File: src/rtl/ttl_nibble_add_seq.sv
// Sequences a 4*NIBBLES-bit add/subtract through one shared external 4-bit adder, LSB nibble first.
// Start->Done latency NIBBLES+1 clocks; Start is accepted only in IDLE and otherwise ignored.
module ttl_nibble_add_seq #(
  parameter int NIBBLES = 4
) (
  input  logic                   Clk,
  input  logic                   Reset,
  input  logic                   Start,
  input  logic                   Sub,
  input  logic                   CarryIn,
  input  logic [4*NIBBLES-1:0]   OpA,
  input  logic [4*NIBBLES-1:0]   OpB,
  output logic [3:0]             AddA,
  output logic [3:0]             AddB,
  output logic                   AddC0,
  input  logic [3:0]             AddS,
  input  logic                   AddC4,
  output logic                   Busy,
  output logic                   Done,
  output logic [4*NIBBLES-1:0]   Result,
  output logic                   CarryOut,
  output logic                   Overflow
);

  localparam int W     = 4 * NIBBLES;
  localparam int CNT_W = (NIBBLES > 1) ? $clog2(NIBBLES) : 1;
  localparam logic [CNT_W-1:0] LAST_CNT = CNT_W'(NIBBLES - 1);

  typedef enum logic [1:0] {
    IDLE = 2'd0,
    RUN  = 2'd1,
    DONE = 2'd2
  } state_t;

  state_t             state_q, state_d;
  logic [W-1:0]       a_sh_q, a_sh_d;
  logic [W-1:0]       b_sh_q, b_sh_d;
  logic               carry_q, carry_d;
  logic [CNT_W-1:0]   cnt_q, cnt_d;
  logic [W-1:0]       result_q, result_d;
  logic               carry_out_q, carry_out_d;
  logic               overflow_q, overflow_d;

  always_comb begin
    state_d     = state_q;
    a_sh_d      = a_sh_q;
    b_sh_d      = b_sh_q;
    carry_d     = carry_q;
    cnt_d       = cnt_q;
    result_d    = result_q;
    carry_out_d = carry_out_q;
    overflow_d  = overflow_q;
    AddA        = 4'h0;
    AddB        = 4'h0;
    AddC0       = 1'b0;

    case (state_q)
      IDLE: begin
        if (Start) begin
          // Subtraction is A + ~B + ~borrow, so the same adder serves both modes.
          a_sh_d  = OpA;
          b_sh_d  = Sub ? ~OpB : OpB;
          carry_d = Sub ? ~CarryIn : CarryIn;
          cnt_d   = '0;
          state_d = RUN;
        end
      end
      RUN: begin
        AddA  = a_sh_q[3:0];
        AddB  = b_sh_q[3:0];
        AddC0 = carry_q;
        result_d          = result_q >> 4;
        result_d[W-1 -: 4] = AddS;
        a_sh_d  = a_sh_q >> 4;
        b_sh_d  = b_sh_q >> 4;
        carry_d = AddC4;
        cnt_d   = cnt_q + CNT_W'(1);
        if (cnt_q == LAST_CNT) begin
          // Top nibble: bit 3 of the shifted operands is now the sign bit.
          overflow_d  = (a_sh_q[3] == b_sh_q[3]) && (AddS[3] != a_sh_q[3]);
          carry_out_d = AddC4;
          state_d     = DONE;
        end
      end
      DONE: begin
        state_d = IDLE;
      end
      default: begin
        state_d = IDLE;
      end
    endcase
  end

  always_ff @(posedge Clk) begin
    if (Reset) begin
      state_q     <= IDLE;
      a_sh_q      <= '0;
      b_sh_q      <= '0;
      carry_q     <= 1'b0;
      cnt_q       <= '0;
      result_q    <= '0;
      carry_out_q <= 1'b0;
      overflow_q  <= 1'b0;
    end else begin
      state_q     <= state_d;
      a_sh_q      <= a_sh_d;
      b_sh_q      <= b_sh_d;
      carry_q     <= carry_d;
      cnt_q       <= cnt_d;
      result_q    <= result_d;
      carry_out_q <= carry_out_d;
      overflow_q  <= overflow_d;
    end
  end

  assign Busy     = (state_q == RUN);
  assign Done     = (state_q == DONE);
  assign Result   = result_q;
  assign CarryOut = carry_out_q;
  assign Overflow = overflow_q;

endmodule

File: config.mk
export PLATFORM = sky130hd
export DESIGN_NAME = ttl_nibble_add_seq
export DESIGN_NICKNAME = d
export VERILOG_FILES = /design/src/rtl/ttl_nibble_add_seq.sv
export SDC_FILE = /design/constraint.sdc
export NUM_CORES = 1
export LEC_CHECK = 0
export CORE_MARGIN = 1.5
export CORE_UTILIZATION = 47
export CTS_CLUSTER_DIAMETER = 50
export DETAILED_ROUTE_END_ITERATION = 12
export GPL_ROUTABILITY_DRIVEN = 1
export GPL_TIMING_DRIVEN = 0
export PLACE_DENSITY = 0.76
export SKIP_CTS_REPAIR_TIMING = 1
export SYNTH_ARGS = -nofsm -noshare
export SYNTH_HDL_FRONTEND = slang
export SYNTH_SLANG_ARGS = --single-unit
File: constraint.sdc
create_clock -name Clk -period 1.7 [get_ports Clk]
set_clock_uncertainty 0.2 [all_clocks]
set_input_delay 0.255 -clock Clk [delete_from_list [all_inputs] [get_ports Clk]]
set_output_delay 0.255 -clock Clk [all_outputs]
set_load 0.005 [all_outputs]
-- Word-level counts from Yosys, hierarchy flattened
Index checks and enable logic that the tools add are counted.
- $add $sub $neg: 1
- equality and inequality tests: 7
- mux-type cells: 16
- bitwise gates (word level): 2
- reduce and logical (&&, ||, !) cells: 6
- operators by type and width (cell ; number):
    16-bit case mux with 2 select lines ; 2
    16-bit two-way mux ; 3
    16-bit NOT ; 1
    4-bit two-way mux ; 2
    2-bit case mux with 2 select lines ; 2
    2-bit two-way mux ; 3
    2-bit AND reduction ; 3
    2-bit equality test (second input constant) ; 2
    1-bit two-way mux ; 3
    2-bit by 1-bit adder with 2-bit output (second input constant) ; 1
    2-bit by 1-bit equality test with 1-bit output (second input constant) ; 1
    2-bit zero test ; 1
    2-bit by 1-bit inequality test with 1-bit output (second input constant) ; 1
    2-bit inequality test (second input constant) ; 1
    1-bit case mux with 2 select lines ; 1
    2-bit nonzero test ; 1
    1-bit equality test ; 1
    1-bit logical AND ; 1
    1-bit inequality test ; 1
    1-bit NOT ; 1
- word-level logic and storage cells: 40
- bits in registers: 55
- input port bits: 42
- output and inout port bits: 29

-- Logic depth before layout (Yosys ltp)
- depth in word-level cells: 4
- depth in mapped cells: 6

-- Least setup slack after synthesis
OpenSTA, ideal clock, no wires.
- path type: flip-flop to output port
- start point: register state_q[1]
- end point: output AddB[0]
- data arrival time: 1096 ps
- path slack: 149 ps
- cell stages (with the launch flop): 6
- path through: dfxtp_1 > nand2b_1 > buf_2 > clkinv_1 > clkbuf_1 > and2_1
- longest elaborated chain between the ends: 2
- RTL lines (what ; line ; RTL):
    start, declared ; 35 ; state_t state_q, state_d;
    start signal, assigned ; 105 ; state_q <= state_d;
    2-bit by 1-bit equality test with 1-bit output ; - ;
    net Busy ; 18 ; output logic Busy,
    4-bit two-way mux ; 57 ; case (state_q)
    end, declared ; 14 ; output logic [3:0] AddB,
The timed path passes the listed nets, and every way through them passes these cells.

-- Final worst setup path
- start point: register state_q[1]
- end point: output AddC0
- longest elaborated chain between the ends: 2
- RTL lines (what ; line ; RTL):
    2-bit by 1-bit equality test with 1-bit output ; 57 ;
    1-bit two-way mux ; 57 ;
    end, declared ; 15 ; output logic AddC0,
Every way passes these cells.

==> reports/qor.csv <==
stage,metric,value,unit
logic_synthesis,Synth cell types,32,
setup_path,worst setup path endpoint,AddC0,
clock_network,worst-case clock buffer depth,2,
clock_network,CTS tree,built,
final_layout,layout cells sized above 1,21.4,%
final_layout,Nets,421,
setup_path,CP cell instances,nand2b_4 -> buf_6 -> clkinvlp_4 -> buf_6 -> and2_1 -> clkbuf_2,
final_layout,non-filler instance count after layout,449,
sta,Setup Viol. Count Final,10,
setup_path,CP Launch Type,flop,
route,Post-DRT Antenna Nets,0,
route,Pre-antenna DRT Iters,4,
route,DR vias,2303,
setup_path,slowest CP cell,dfxtp_2,
logic_synthesis,number of enable flip-flop cells after synthesis,0,
route,DR DRC count,0,
sta,Max Transition Viols Final,0,
job,max cap viols,0,
logic_synthesis,register bit total from synthesis,55,
die,Initial Util,48.2,%
setup_path,worst path arrival time,1.45,ns
pwr,Pint,2.02,mW
final_layout,layout filler cell count,436,
final_layout,design area,0.00354,sq mm
pwr,combinational share of power,18.5,%
die,die width,75.2,um
die,core box area,0.00507,sq mm
final_layout,n_diodes,0,
global_routing,first-pass GRT wire length,9250,um
final_layout,Final Core Density,69.7,%
route,WL final,6130,um
setup_path,"Buf+Inv Stages, Crit Path",4,
clock_network,worst skew pair latency,0.31,ns
setup_path,worst path required time,1.24,ns
sta,RSZ-0062 raised after global routing,true,
pwr,Switching Power,0.689,mW
pwr,Pleak,1.42,nW
clock_network,clock-pin transition on the worst setup and hold timing paths,0.09,ns
logic_synthesis,top post-synthesis cells by area,"dfxtp_1 (45%), a21oi_1 (8.4%), nor2_1 (7.7%)",
logic_synthesis,top-count cell post-synth,dfxtp_1,
pwr,Total Power,2.70,mW
route,Via-to-Cell Ratio,5.13,
min_path,Tightest Hold Check Type,in2reg,
placed_design,DP HPWL,4330,um
pwr,sequential power share,52.3,%
min_path,Worst Hold Depth,3,
logic_synthesis,Yosys Warn Count,0,
setup_path,WP depth,6,
final_layout,area of the multi-input gates,0.00123,sq mm
clock_network,clock root buffer,clkbuf_8,
sta,final hold slack,0.0580,ns
global_routing,initial antenna violation count,0,
run_status,status,finished with violations,
final_layout,Area growth syn-to-layout,44.5,%
setup_path,Worst R2R Path Depth,8,
route,Routed wire per std cell,13.6,um
setup_path,Crit Path Category,reg2out,
logic_synthesis,synth cell count leaders,"dfxtp_1 (55), nor2_1 (50), a21oi_1 (41), nand2_1 (33), xnor2_1 (14)",
sta,Final period util,112,%
global_routing,total gr overflow,0,
pwr,Switching Share,25.5,%
global_routing,GRT Overall Usage,21.4,%
sta,setup TNS,-1.47,ns
route,starting DRC count in detailed routing,117,
placed_design,GPL Wtd Cong,0.781,
sta,worst-margin pin slew,0.476,ns
placed_design,DP Worst Slack,-0.567,ns
clock_network,CTS buffer count,5,
setup_path,Worst path most repeated cell,buf_6,
global_routing,vias in the first global route,1947,
placed_design,dpl cells,428,
logic_synthesis,syn nets,334,
setup_path,register-to-register path setup slack,0.04,ns
sta,max_slew headroom,68.2,%
clock_network,Sink Count,55,
setup_path,crit end category,primary output,
setup_path,critical path's top delay family,buffers and inverters,
die,Die Ht,75.2,um
sta,Tmin final,1.90,ns
run_status,failing checks,negative setup slack,
clock_network,CTS H-tree depth,2,
logic_synthesis,sequential area share after synthesis,45.0,%
placed_design,Placed Area,0.00321,sq mm
die,FP Rows,26,
sta,max frequency,0.526,GHz
sta,Final WS setup,-0.202,ns
logic_synthesis,"Cell Area, Synth",0.00245,sq mm
logic_synthesis,cell taking the most area after synthesis,dfxtp_1,
die,IO Pins,71,
pwr,Clk pwr share,29.2,%
die,Die Area,0.00565,sq mm
sta,Fin. Hold Viols,0,
setup_path,worst-path fanout max,7,
logic_synthesis,syn_area_per_cell,8.41,sq um
setup_path,crit-path max cell delay,0.36,ns
pwr,Worst VDD drop,0.000490,V
global_routing,largest net degree at the start of global routing,17,
setup_path,crit path from,state_q[1],
logic_synthesis,Synth async-reset ratio,0,%
pwr,P per Cell Area,764,mW/mm^2
logic_synthesis,share of the synthesized area in the top cell type,45.0,%
logic_synthesis,Syn Inst Count,291,
logic_synthesis,Most used DFF post-synth,dfxtp_1,
placed_design,number of port buffers,67,
final_layout,FF+latch area,0.00111,sq mm
setup_path,reg2reg end,Result[3],
setup_path,Reg-to-Reg Start,state_q[1],
==> registers in the layout, indices dropped and copies added, names as in the netlist <==
name,count
a_sh_q,16
Result,16
CarryOut,1
carry_q,1
state_q,2
cnt_q,2
b_sh_q,16
Overflow,1
==> worst min path at each step <==
| stage | start | to | slack, ns |
|---|---|---|---|
| global placement | Result[2] | Result[2] | 0.24 |
| floorplan | AddS[0] | Result[12] | 0.19 |
| finish | Reset | a_sh_q[1] | 0.06 |
| global route | Reset | a_sh_q[1] | 0.07 |
| detailed placement | Result[0] | Result[0] | 0.26 |
| CTS | Reset | a_sh_q[1] | 0.04 |
==> per-layer routing <==
metal | wire length (um) | track usage, %
met2 | 2940 | 33.5
met3 | 335 | 4.02
met4 | 79 | 5.36
met5 | 0 | 0
met1 | 2770 | 30.6
==> power groups by stage <==
stage	Clock, mW	Sequential, mW	Combinational, mW
after floorplan	0	1.42	0.260
after global placement	0	1.44	0.435
after detailed placement	0	1.44	0.443
after CTS	0.795	1.41	0.445
after global routing	0.844	1.42	0.550
final	0.790	1.41	0.500
==> worst min-delay path: stages <==
cell,delay (ns)
buf_6,0.12
a21oi_1,0.05
o221a_2,0.11
==> area by class of cell <==
type / count / area share, %
tap: 70 / 2.48
timing repair buffer: 82 / 21.9
sequential: 55 / 31.4
buffer: 23 / 5.06
clock inverter: 1 / 0.212
multi-input combinational: 198 / 34.8
clock buffer: 7 / 2.72
inverter: 13 / 1.49
==> kinds of logic after synthesis <==
| family | count (synthesis) | synth area share (%) |
|---|---|---|
| multiplexers | 1 | 0.409 |
| XOR/XNOR | 17 | 6.08 |
| AND/OR/NAND/NOR | 99 | 17.4 |
| flip-flops | 55 | 45.0 |
| adder cells (fa/ha/maj) | 1 | 0.511 |
| buffers and inverters | 38 | 7.10 |
| AO/OA/AOI/OAI | 80 | 23.5 |
==> cell usage in the layout (no fill, tap or decap), types with 3 or more instances in the layout <==
cell,n
nand2_1,32
buf_6,10
a21oi_1,41
xnor2_1,14
xor2_1,3
and2_4,3
clkbuf_1,6
clkbuf_2,3
buf_8,3
nor2_1,46
nor2_4,3
o221a_2,12
buf_4,14
dfxtp_1,49
buf_2,9
a22oi_1,8
inv_1,12
clkbuf_8,7
clkdlybuf4s50_1,55
a221o_1,13
dfxtp_2,5
No activity file was read; power rests on OpenSTA's default activity.
